===== config.mk =====
export PLATFORM = sky130hd
export DESIGN_NAME = uart_tx_sched
export DESIGN_NICKNAME = d
export VERILOG_FILES = /design/src/rtl/uart_tx_sched.sv
export SDC_FILE = /design/constraint.sdc
export NUM_CORES = 1
export LEC_CHECK = 0
export ABC_AREA = 1
export CAP_MARGIN = 20
export CORE_ASPECT_RATIO = 2
export CORE_MARGIN = 2
export CORE_UTILIZATION = 55
export CTS_CLUSTER_DIAMETER = 150
export DETAILED_ROUTE_END_ITERATION = 10
export GPL_ROUTABILITY_DRIVEN = 0
export PLACE_DENSITY = 0.82
export SLEW_MARGIN = 20
export SYNTH_ARGS = -nofsm -noshare
export SYNTH_HDL_FRONTEND = slang
export SYNTH_SLANG_ARGS = --single-unit
export TNS_END_PERCENT = 20

===== constraint.sdc =====
create_clock -name clk -period 4.4 [get_ports clk]
set_clock_uncertainty 0.1 [all_clocks]
set_input_delay 0.44 -clock clk [delete_from_list [all_inputs] [get_ports clk]]
set_output_delay 0.44 -clock clk [all_outputs]
set_load 0.01 [all_outputs]

===== src/rtl/uart_tx_sched.sv =====
// uart_tx_sched: ring-buffered UART transmit scheduler with a one-shot loader byte.
// Bytes pushed by the CPU are written into an external simple-dual-port BRAM
// and drained one at a time into uart_tx through the tx_start/tx_busy handshake.
module uart_tx_sched #(
  parameter int unsigned TX_SIZE  = 10,
  parameter int unsigned READ_LAT = 3
) (
  input  logic               clk,
  input  logic               rstn,
  input  logic               boot_req,
  output logic               boot_done,
  input  logic               cpu_wr_valid,
  input  logic [7:0]         cpu_wr_data,
  output logic               cpu_wr_ready,
  output logic [TX_SIZE-1:0] bram_addra,
  output logic [7:0]         bram_dina,
  output logic               bram_wea,
  output logic [TX_SIZE-1:0] bram_addrb,
  input  logic [7:0]         bram_doutb,
  output logic [7:0]         tx_data,
  output logic               tx_start,
  input  logic               tx_busy,
  output logic               empty
);

  localparam int unsigned LAT_W     = 3;
  localparam logic [7:0]  BOOT_BYTE = 8'hAA;

  // doutb is valid READ_LAT cycles after the pop decision, so FETCH spans
  // READ_LAT-1 cycles and LAUNCH samples doutb in the cycle it becomes valid;
  // tx_start then rises READ_LAT+1 cycles after the decision.
  localparam bit               NO_FETCH = (READ_LAT <= 1);
  localparam logic [LAT_W-1:0] LAT_LAST = LAT_W'((READ_LAT >= 2) ? (READ_LAT - 2) : 0);

  // The loader byte launches straight out of IDLE, so BOOT needs no encoding.
  typedef enum logic [2:0] {
    ST_IDLE    = 3'd0,
    ST_FETCH   = 3'd1,
    ST_LAUNCH  = 3'd2,
    ST_WAIT_HI = 3'd3,
    ST_WAIT_LO = 3'd4
  } state_e;

  state_e             state_q, state_d;
  logic [TX_SIZE-1:0] top_q, top_d;
  logic [TX_SIZE-1:0] top_c_q, top_c_d;
  logic [TX_SIZE-1:0] bot_q, bot_d;
  logic [LAT_W-1:0]   lat_q, lat_d;
  logic [TX_SIZE-1:0] bram_addra_q, bram_addra_d;
  logic [7:0]         bram_dina_q, bram_dina_d;
  logic               bram_wea_q, bram_wea_d;
  logic [TX_SIZE-1:0] bram_addrb_q, bram_addrb_d;
  logic [7:0]         tx_data_q, tx_data_d;
  logic               tx_start_q, tx_start_d;
  logic               boot_done_q, boot_done_d;
  logic               boot_flag_q, boot_flag_d;

  // Buffer status: one slot is kept free to tell full from empty.
  assign cpu_wr_ready = ((top_q + TX_SIZE'(1)) != bot_q);
  assign empty        = (bot_q == top_c_q);

  assign bram_addra = bram_addra_q;
  assign bram_dina  = bram_dina_q;
  assign bram_wea   = bram_wea_q;
  assign bram_addrb = bram_addrb_q;
  assign tx_data    = tx_data_q;
  assign tx_start   = tx_start_q;
  assign boot_done  = boot_done_q;

  // Write side: accept a CPU byte into the ring and commit top one cycle later.
  always_comb begin
    top_d        = top_q;
    top_c_d      = top_q;
    bram_addra_d = bram_addra_q;
    bram_dina_d  = bram_dina_q;
    bram_wea_d   = 1'b0;
    if (cpu_wr_valid && cpu_wr_ready) begin
      bram_addra_d = top_q;
      bram_dina_d  = cpu_wr_data;
      bram_wea_d   = 1'b1;
      top_d        = top_q + TX_SIZE'(1);
    end
  end

  // Drain FSM: loader byte first, otherwise fetch from BRAM and hand to uart_tx.
  always_comb begin
    state_d      = state_q;
    bot_d        = bot_q;
    lat_d        = lat_q;
    bram_addrb_d = bram_addrb_q;
    tx_data_d    = tx_data_q;
    tx_start_d   = 1'b0;
    boot_flag_d  = boot_flag_q;
    boot_done_d  = boot_done_q;
    case (state_q)
      ST_IDLE: begin
        if (boot_req && !boot_done_q && !tx_busy) begin
          tx_data_d   = BOOT_BYTE;
          tx_start_d  = 1'b1;
          boot_flag_d = 1'b1;
          state_d     = ST_WAIT_HI;
        end else if (!tx_busy && (bot_q != top_c_q)) begin
          bram_addrb_d = bot_q;
          bot_d        = bot_q + TX_SIZE'(1);
          lat_d        = '0;
          state_d      = NO_FETCH ? ST_LAUNCH : ST_FETCH;
        end
      end
      ST_FETCH: begin
        lat_d = lat_q + LAT_W'(1);
        if (lat_q == LAT_LAST) begin
          state_d = ST_LAUNCH;
        end
      end
      ST_LAUNCH: begin
        tx_data_d  = bram_doutb;
        tx_start_d = 1'b1;
        state_d    = ST_WAIT_HI;
      end
      ST_WAIT_HI: begin
        if (tx_busy) begin
          state_d = ST_WAIT_LO;
        end
      end
      ST_WAIT_LO: begin
        if (!tx_busy) begin
          if (boot_flag_q) begin
            boot_done_d = 1'b1;
          end
          boot_flag_d = 1'b0;
          state_d     = ST_IDLE;
        end
      end
      default: begin
        state_d = ST_IDLE;
      end
    endcase
  end

  // State registers with synchronous active-low reset.
  always_ff @(posedge clk) begin
    if (!rstn) begin
      state_q      <= ST_IDLE;
      top_q        <= '0;
      top_c_q      <= '0;
      bot_q        <= '0;
      lat_q        <= '0;
      bram_addra_q <= '0;
      bram_dina_q  <= '0;
      bram_wea_q   <= 1'b0;
      bram_addrb_q <= '0;
      tx_data_q    <= '0;
      tx_start_q   <= 1'b0;
      boot_done_q  <= 1'b0;
      boot_flag_q  <= 1'b0;
    end else begin
      state_q      <= state_d;
      top_q        <= top_d;
      top_c_q      <= top_c_d;
      bot_q        <= bot_d;
      lat_q        <= lat_d;
      bram_addra_q <= bram_addra_d;
      bram_dina_q  <= bram_dina_d;
      bram_wea_q   <= bram_wea_d;
      bram_addrb_q <= bram_addrb_d;
      tx_data_q    <= tx_data_d;
      tx_start_q   <= tx_start_d;
      boot_done_q  <= boot_done_d;
      boot_flag_q  <= boot_flag_d;
    end
  end

endmodule


==> flow_summary_export.csv, run 1 <==
group,metric,value,unit
power_and_ir_drop,power.share.combinational,0.274,
yosys,synth_enable_flop_cells,0,
yosys,syn-cell-area,3610,um2
cts,max_root_sink_buffers,2,
timing,fmax,0.310,GHz
cts,numClockSinks,76,
power_and_ir_drop,total_power,2230,uW
detailed_routing,drt_initial_violations,214,
power_and_ir_drop,intPower,1510,uW
yosys,synth_seq_cells,76,
yosys,postSynthCellCount,516,
yosys,postSynth.asyncResetShare,0,
timing,slew_violations,0,
timing,hold_viol,0,
detailed_routing,drc_errors,0,
floorplan,die-area,7260,um2
detailed_routing,route.antenna.remaining_nets,0,
power_and_ir_drop,p_sw,719,uW
cts,ctsResizeCount,0,
floorplan,die-width,61.3,um
yosys,ys_warn_count,0,
cts,cts-hold-fix-buffers,0,
finish,areaGrowthSynthToFinish,25.8,%
cts,cts-buffers-inserted,9,
global_routing,grt_pass1_wl,14.6,mm
finish,number_of_antenna_diodes,0,
cts,worst_setup_hold_path_clk_slew,0.05,ns
yosys,synth_ff_type,"sky130_fd_sc_hd__dfxtp_1",
yosys,count_of_unique_library_cells_instantiated_by_yosys,37,
placement,dp_hpwl,6.20,mm
global_routing,globalRouteOverflowTotal,0,
detailed_routing,avgViaCountPerCell,5.29,
critical_path,timing.critical_path.from_type,"flop",
timing,max_transition_margin,0.439,
power_and_ir_drop,static-leakage-power,0.00203,uW
yosys,yosysTopAreaCellShare,0.422,
critical_path,worst-path-max-fanout,6,
cts,tritoncts_clock_tree,"yes",
power_and_ir_drop,switching_share,0.322,
placement,numPortBuffers,61,
detailed_routing,via_count,3489,
power_and_ir_drop,power.density_cell_area,492,nW/um2
timing,hold-worst-slack,0.359,ns
detailed_routing,detail_route.first_pass.iterations,5,
global_routing,grt_antenna_before_repair,0,
timing,rsz0062_at_grt,"false",
timing,worst_pin_slew,0.839,ns
cts,ctsHtreeMaxLevel,3,
cts,insertion_delay,0.34,ns
min_path,holdCritPathClass,"reg2reg",
power_and_ir_drop,power.clock.fraction,0.351,
timing,setup_viol,0,
run_status,status,"finished, final reports clean",
finish,final_core_util,0.719,
cts,post_cts.repair.setup_buffers,0,
timing,finalWorstPathRequiredPeriod,3.23,ns
yosys,synth.avg_cell_area,6.99,um2
floorplan,placeableCoreArea,6310,um2
cts,cts_root_buffer,"sky130_fd_sc_hd__clkbuf_16",
finish,summed_area_of_non_filler_cells_in_the_final_layout,4540,um2
global_routing,track_usage,0.263,
detailed_routing,wl_per_cell,13.1,um
run,max-cap-violations,0,
critical_path,crit_path_end_kind,"output pin",
timing,final_min_period_over_clock_period,0.734,
yosys,ys_seq_area_frac,0.422,
yosys,cell_taking_the_most_area_after_synthesis,"sky130_fd_sc_hd__dfxtp_1",
global_routing,via_count_of_the_first_global_routing_pass,3363,
floorplan,floorplan.die.height,119,um
yosys,ys_top_cells_by_area,"sky130_fd_sc_hd__dfxtp_1 (42%), sky130_fd_sc_hd__nand2_1 (15%), sky130_fd_sc_hd__nand3_1 (8.6%), sky130_fd_sc_hd__inv_1 (6.9%), sky130_fd_sc_hd__a21oi_1 (6.8%)",
floorplan,ios,62,
global_routing,grt_start_max_net_pins,31,
finish,post_route_cells_drive_above_1_share,0.0558,
floorplan,std_cell_rows,41,
critical_path,cp_data_arrival_time,2.69,ns
critical_path,worst_ep_required_time,3.86,ns
detailed_routing,routed_wirelength,8.65,mm
timing,finalSetupTns,0,ns
floorplan,start_util,0.572,
critical_path,crit_type,"reg2out",
placement,place_area,4220,um2
power_and_ir_drop,irDropWorstVdd,0.258,mV
finish,final_net_count,593,
yosys,synth.net_count,541,
power_and_ir_drop,seq_power_share,0.374,
==> final timing paths <==
check,start,endpoint,slack (ns),cells after the start
max reg2reg,top_c_d[0]$_SDFFE_PN0P_,bram_addra[6]$_SDFFE_PN0P_,1.69,13
max,top_c_d[0]$_SDFFE_PN0P_,cpu_wr_ready,1.17,11
min,bram_dina[0]$_SDFFE_PN0P_,bram_dina[0]$_SDFFE_PN0P_,0.36,2
min reg2reg,bram_dina[0]$_SDFFE_PN0P_,bram_dina[0]$_SDFFE_PN0P_,0.36,2
==> routing by layer <==
layer,GRT usage,share of wire,wire length [um]
met5,0,0,0
met3,0.0755,0.042,362
met1,0.250,0.36,3110
met2,0.461,0.56,4800
met4,0.156,0.043,375
==> through the flow <==
| step | setup WS (ns) | cells |
|---|---|---|
| 4_1_cts | 1.19 | 659 |
| 3_3_place_gp | 1.60 | 643 |
| 2_1_floorplan | 2.35 | 516 |
| 3_5_place_dp | 1.57 | 643 |
| 6_report | 1.17 | 659 |
| 5_1_grt | 0.918 | 659 |
==> worst max-delay path, cell delays in order, from the launching register on <==
cell and delay, ns:
sky130_fd_sc_hd__dfxtp_1 0.40, sky130_fd_sc_hd__ha_1 0.22, sky130_fd_sc_hd__nand2_2 0.11, sky130_fd_sc_hd__inv_1 0.10, sky130_fd_sc_hd__nand2_1 0.09, sky130_fd_sc_hd__o21bai_2 0.15
sky130_fd_sc_hd__nand2_1 0.09, sky130_fd_sc_hd__nand2_1 0.08, sky130_fd_sc_hd__nand2_1 0.06, sky130_fd_sc_hd__nor4b_1 0.38, sky130_fd_sc_hd__nand4_1 0.16, sky130_fd_sc_hd__clkdlybuf4s50_1 0.52
==> sequential cells by signal, summed over array words and instances, names as in the netlist, 8 cells and up <==
signal and count:
bot_q 10, bram_addra 10, bram_addrb 10, top_c_d 10, top_c_q 10, bram_dina 8, tx_data 8
==> cell usage after synthesis (2+ instances only) <==
master,instances
sky130_fd_sc_hd__ha_1,4
sky130_fd_sc_hd__o221ai_1,2
sky130_fd_sc_hd__nor2_1,31
sky130_fd_sc_hd__nor2_2,3
sky130_fd_sc_hd__buf_2,5
sky130_fd_sc_hd__xor2_1,12
sky130_fd_sc_hd__buf_6,3
sky130_fd_sc_hd__buf_1,3
sky130_fd_sc_hd__o21ai_0,6
sky130_fd_sc_hd__nand4_1,6
sky130_fd_sc_hd__nand2_2,2
sky130_fd_sc_hd__xnor2_1,3
sky130_fd_sc_hd__nor3_1,6
sky130_fd_sc_hd__or2_2,3
sky130_fd_sc_hd__nand2_1,145
sky130_fd_sc_hd__nand3_1,62
sky130_fd_sc_hd__inv_1,66
sky130_fd_sc_hd__nor4_1,2
sky130_fd_sc_hd__clkbuf_1,10
sky130_fd_sc_hd__a21oi_1,49
sky130_fd_sc_hd__o31ai_1,2
sky130_fd_sc_hd__dfxtp_1,76
==> placed cells by master, fill, tap and decap left out, types with 3 or more instances in the layout <==
cell type,n
sky130_fd_sc_hd__nand2_1,145
sky130_fd_sc_hd__dfxtp_1,76
sky130_fd_sc_hd__inv_1,66
sky130_fd_sc_hd__nand3_1,62
sky130_fd_sc_hd__clkdlybuf4s50_1,61
sky130_fd_sc_hd__a21oi_1,49
sky130_fd_sc_hd__nor2_1,31
sky130_fd_sc_hd__xor2_1,12
sky130_fd_sc_hd__clkbuf_16,9
sky130_fd_sc_hd__nand4_1,6
sky130_fd_sc_hd__nor3_1,6
sky130_fd_sc_hd__o21ai_0,6
sky130_fd_sc_hd__ha_1,4
sky130_fd_sc_hd__nor2_2,3
sky130_fd_sc_hd__xnor2_1,3
sky130_fd_sc_hd__or2_2,3
sky130_fd_sc_hd__buf_4,3
==> logic make-up after synthesis <==
kind of cell,count (synthesis),synth area share
simple gates,268,0.327
compound gates,63,0.0954
buf+inv,90,0.106
xor+xnor,15,0.0364
fa+ha+maj,4,0.0139
flops,76,0.422
==> area by class of cell <==
type	instances	area (um2)
Clock buffer	12	246
Clock inverter	4	72.6
Fill cell	511	1770
Inverter	67	251
Multi-Input combinational cell	350	1710
Sequential cell	76	1520
Tap cell	86	108
Timing Repair Buffer	64	633
==> power groups by stage <==
stage / Combinational [uW] / Clock (uW) / Sequential (uW)
detailed placement: 605 / 0 / 849
global placement: 591 / 0 / 846
global route: 688 / 821 / 847
floorplan: 397 / 0 / 853
finish: 612 / 785 / 836
CTS: 612 / 792 / 836
No activity file was read; power rests on OpenSTA's default activity.
==> run 2, diff against run 1 <==
--- a/config.mk
+++ b/config.mk
@@ -9,11 +9,11 @@
 export CAP_MARGIN = 20
 export CORE_ASPECT_RATIO = 2
 export CORE_MARGIN = 2
-export CORE_UTILIZATION = 55
+export CORE_UTILIZATION = 53
 export CTS_CLUSTER_DIAMETER = 150
 export DETAILED_ROUTE_END_ITERATION = 10
 export GPL_ROUTABILITY_DRIVEN = 0
-export PLACE_DENSITY = 0.82
+export PLACE_DENSITY = 0.8
 export SLEW_MARGIN = 20
 export SYNTH_ARGS = -nofsm -noshare
 export SYNTH_HDL_FRONTEND = slang
==> constraint.sdc (replaced) <==
create_clock -name clk -period 3 [get_ports clk]
set_clock_uncertainty 0.1 [all_clocks]
set_input_delay 0.3 -clock clk [delete_from_list [all_inputs] [get_ports clk]]
set_output_delay 0.3 -clock clk [all_outputs]
set_load 0.01 [all_outputs]
==> run 2 against run 1 <==
  * Worst setup slack got worse by 0.77 ns
  * Final area rose by 0.22%
  * Wire length rose by 3.0%
  * Clock power rose by 36%
  * First-iteration DRC count fell by 21%
  * Die area rose by 3.6%
  * Power rose by 43%
  * Global-route usage fell by 0.59 points
  * Combinational power rose by 47%
  * Worst hold slack improved by 0.0010 ns
  * Critical path type unchanged
  * Critical endpoint is now empty
  * Highest routed layer unchanged
==> flow_summary_export.csv, run 2 (same netlist as run 1, synthesis figures left out) <==
group,metric,value,unit
timing,finalSetupTns,0,ns
detailed_routing,drc_errors,0,
cts,ctsHtreeMaxLevel,3,
critical_path,worstPathCellList,"inv_1, nor2_1, nor3_1, nand3_1, or2_2, inv_1, clkdlybuf4s50_1",
global_routing,busiest_layer,"met2",
finish,post_route_cells_drive_above_1_share,0.0625,
detailed_routing,avgViaCountPerCell,5.22,
cts,cts-buffers-inserted,9,
placement,dp_hpwl,6.45,mm
critical_path,setup.worst_path.start,"bot_q[4]$_SDFFE_PN0P_",
critical_path,timing.critical_path.buf_inv,3,
critical_path,worst_ep_required_time,2.60,ns
floorplan,floorplan.die.height,121,um
global_routing,grtUsageMet3,0.0521,
detailed_routing,route.antenna.remaining_nets,0,
finish,final_cell_mix,"sky130_fd_sc_hd__nand2_1 (145), sky130_fd_sc_hd__dfxtp_1 (76), sky130_fd_sc_hd__inv_1 (66)",
global_routing,via_count_of_the_first_global_routing_pass,3402,
critical_path,crit_top_cell,"sky130_fd_sc_hd__inv_1",
global_routing,grt_pass1_wl,15.4,mm
detailed_routing,via_count,3467,
placement,numPortBuffers,61,
cts,numClockSinks,76,
cts,max_root_sink_buffers,2,
floorplan,die-width,62.3,um
global_routing,grt_start_max_net_pins,31,
finish,mostFrequentLayoutCell,"sky130_fd_sc_hd__nand2_1",
timing,finalWorstPathRequiredPeriod,2.60,ns
critical_path,crit_cells,7,
critical_path,worstRegToRegCells,13,
critical_path,cp_data_arrival_time,2.20,ns
timing,rsz0062_at_grt,"false",
cts,post_cts.repair.setup_buffers,0,
global_routing,globalRouteOverflowTotal,0,
cts,insertion_delay,0.34,ns
timing,setup_viol,0,
critical_path,timing.critical_path.slowest_cell_delay,0.54,ns
critical_path,path_delay_family,"buffers and inverters",
floorplan,die-area,7520,um2
timing,fmax,0.384,GHz
global_routing,grt_antenna_before_repair,0,
critical_path,critical-path-slowest-cell,"sky130_fd_sc_hd__clkdlybuf4s50_1",
critical_path,timing.critical_path.from_type,"flop",
finish,seq_area,1520,um2
power_and_ir_drop,power.density_cell_area,702,nW/um2
min_path,worstHoldPathCells,2,
critical_path,critical_path.reg2reg.startpoint,"top_c_d[0]$_SDFFE_PN0P_",
critical_path,crit_type,"reg2out",
run_status,status,"finished, final reports clean",
min_path,holdCritStartpoint,"bram_addrb[8]$_SDFFE_PN0P_",
global_routing,grt_util_met1,0.258,
finish,final_net_count,596,
critical_path,crit_path_end_kind,"output pin",
detailed_routing,routed_wirelength,8.91,mm
global_routing,grtUsageMet2,0.493,
cts,worst_setup_hold_path_clk_slew,0.06,ns
cts,tritoncts_clock_tree,"yes",
min_path,holdCritPathClass,"reg2reg",
finish,fillers,588,
floorplan,start_util,0.545,
floorplan,placeableCoreArea,6620,um2
timing,worst_pin_slew,0.710,ns
finish,areaGrowthSynthToFinish,26.0,%
timing,hold-worst-slack,0.360,ns
power_and_ir_drop,irDropWorstVdd,0.425,mV
timing,slew_violations,0,
detailed_routing,detail_route.first_pass.iterations,5,
finish,multi_input_area,1710,um2
floorplan,ios,62,
cts,cts_root_buffer,"sky130_fd_sc_hd__clkbuf_16",
power_and_ir_drop,static-leakage-power,0.00204,uW
floorplan,std_cell_rows,42,
timing,max_transition_margin,0.525,
detailed_routing,drt_initial_violations,170,
detailed_routing,wl_per_cell,13.4,um
run,max-cap-violations,0,
critical_path,worst-path-max-fanout,7,
timing,hold_viol,0,
finish,number_of_antenna_diodes,0,
timing,final_min_period_over_clock_period,0.867,
global_routing,track_usage,0.257,
==> run 2: changes by cell type in the layout (fill, tap and decap cells not counted) <==
cell                              before  now
sky130_fd_sc_hd__clkdlybuf4s50_1      61   60
sky130_fd_sc_hd__nor4b_2               0    1
sky130_fd_sc_hd__clkinvlp_4            1    0
sky130_fd_sc_hd__dlymetal6s2s_1        0    1
sky130_fd_sc_hd__buf_4                 3    6
sky130_fd_sc_hd__clkinv_4              0    1
sky130_fd_sc_hd__nor4b_1               1    0
sky130_fd_sc_hd__clkinv_2              1    2
sky130_fd_sc_hd__bufinv_16             2    1
==> run 2: report_power, final <==
| part | switching, uW | leakage, uW | internal, uW |
|---|---|---|---|
| Sequential | 95.8 | 0.000621 | 1130 |
| Combinational | 554 | 0.00127 | 347 |
| Clock | 403 | 0.000147 | 665 |
| Total | 1050 | 0.00204 | 2140 |
==> run 2: area by class of cell <==
| cell class | count | share of cell area |
|---|---|---|
| multi-input cells | 350 | 0.376 |
| clock inverters | 4 | 0.0107 |
| flip-flops and latches | 76 | 0.335 |
| inverters | 67 | 0.0553 |
| well taps | 88 | 0.0242 |
| clock buffers | 12 | 0.0542 |
| repair buffers | 67 | 0.145 |
==> run 2: worst paths after layout <==
check,to,slack (ns)
worst max-delay path,empty,0.40
worst min-delay path,bram_addrb[8]$_SDFFE_PN0P_,0.36
worst max register to register,bram_addra[0]$_SDFFE_PN0P_,0.47
worst min register to register,bram_addrb[8]$_SDFFE_PN0P_,0.36
==> run 2: stage by stage <==
step           setup WS (ns)   util  instance area [um2]  power [uW]  cells
2_1_floorplan           1.04      -                 3610        1830    516
3_3_place_gp           0.428  0.641                 4240        2100    648
3_5_place_dp           0.406  0.641                 4240        2130    648
4_1_cts               0.0351  0.686                 4540        3200    664
5_1_grt                0.222  0.687                 4550        3390    664
6_report               0.398  0.687                 4550        3190    664
==> run 2: repair_timing <==
item	4_1_cts	5_1_grt
resized for setup	0	2
hold buffers	0	0
endpoints found under the setup margin	0	1
==> run 2: worst min-delay path, stage by stage (launching register included) <==
cell and delay, ns:
sky130_fd_sc_hd__dfxtp_1 0.30, sky130_fd_sc_hd__nand2_1 0.06, sky130_fd_sc_hd__a21oi_1 0.05
==> run 2: per-layer routing <==
layer	wire length, um	vias to the layer above
met4	300	0
met1	3290	1588
met2	4960	108
met5	0	-
li1	-	1746
met3	361	25
==> run 3, diff against run 2 <==
--- a/config.mk
+++ b/config.mk
@@ -6,7 +6,6 @@
 export NUM_CORES = 1
 export LEC_CHECK = 0
 export ABC_AREA = 1
-export CAP_MARGIN = 20
 export CORE_ASPECT_RATIO = 2
 export CORE_MARGIN = 2
 export CORE_UTILIZATION = 53
@@ -14,6 +13,7 @@
 export DETAILED_ROUTE_END_ITERATION = 10
 export GPL_ROUTABILITY_DRIVEN = 0
 export PLACE_DENSITY = 0.8
+export SETUP_SLACK_MARGIN = 0.02
 export SLEW_MARGIN = 20
 export SYNTH_ARGS = -nofsm -noshare
 export SYNTH_HDL_FRONTEND = slang
==> results of run 3 <==
No change in the layout: final DEF, timing and power equal those of run 2.
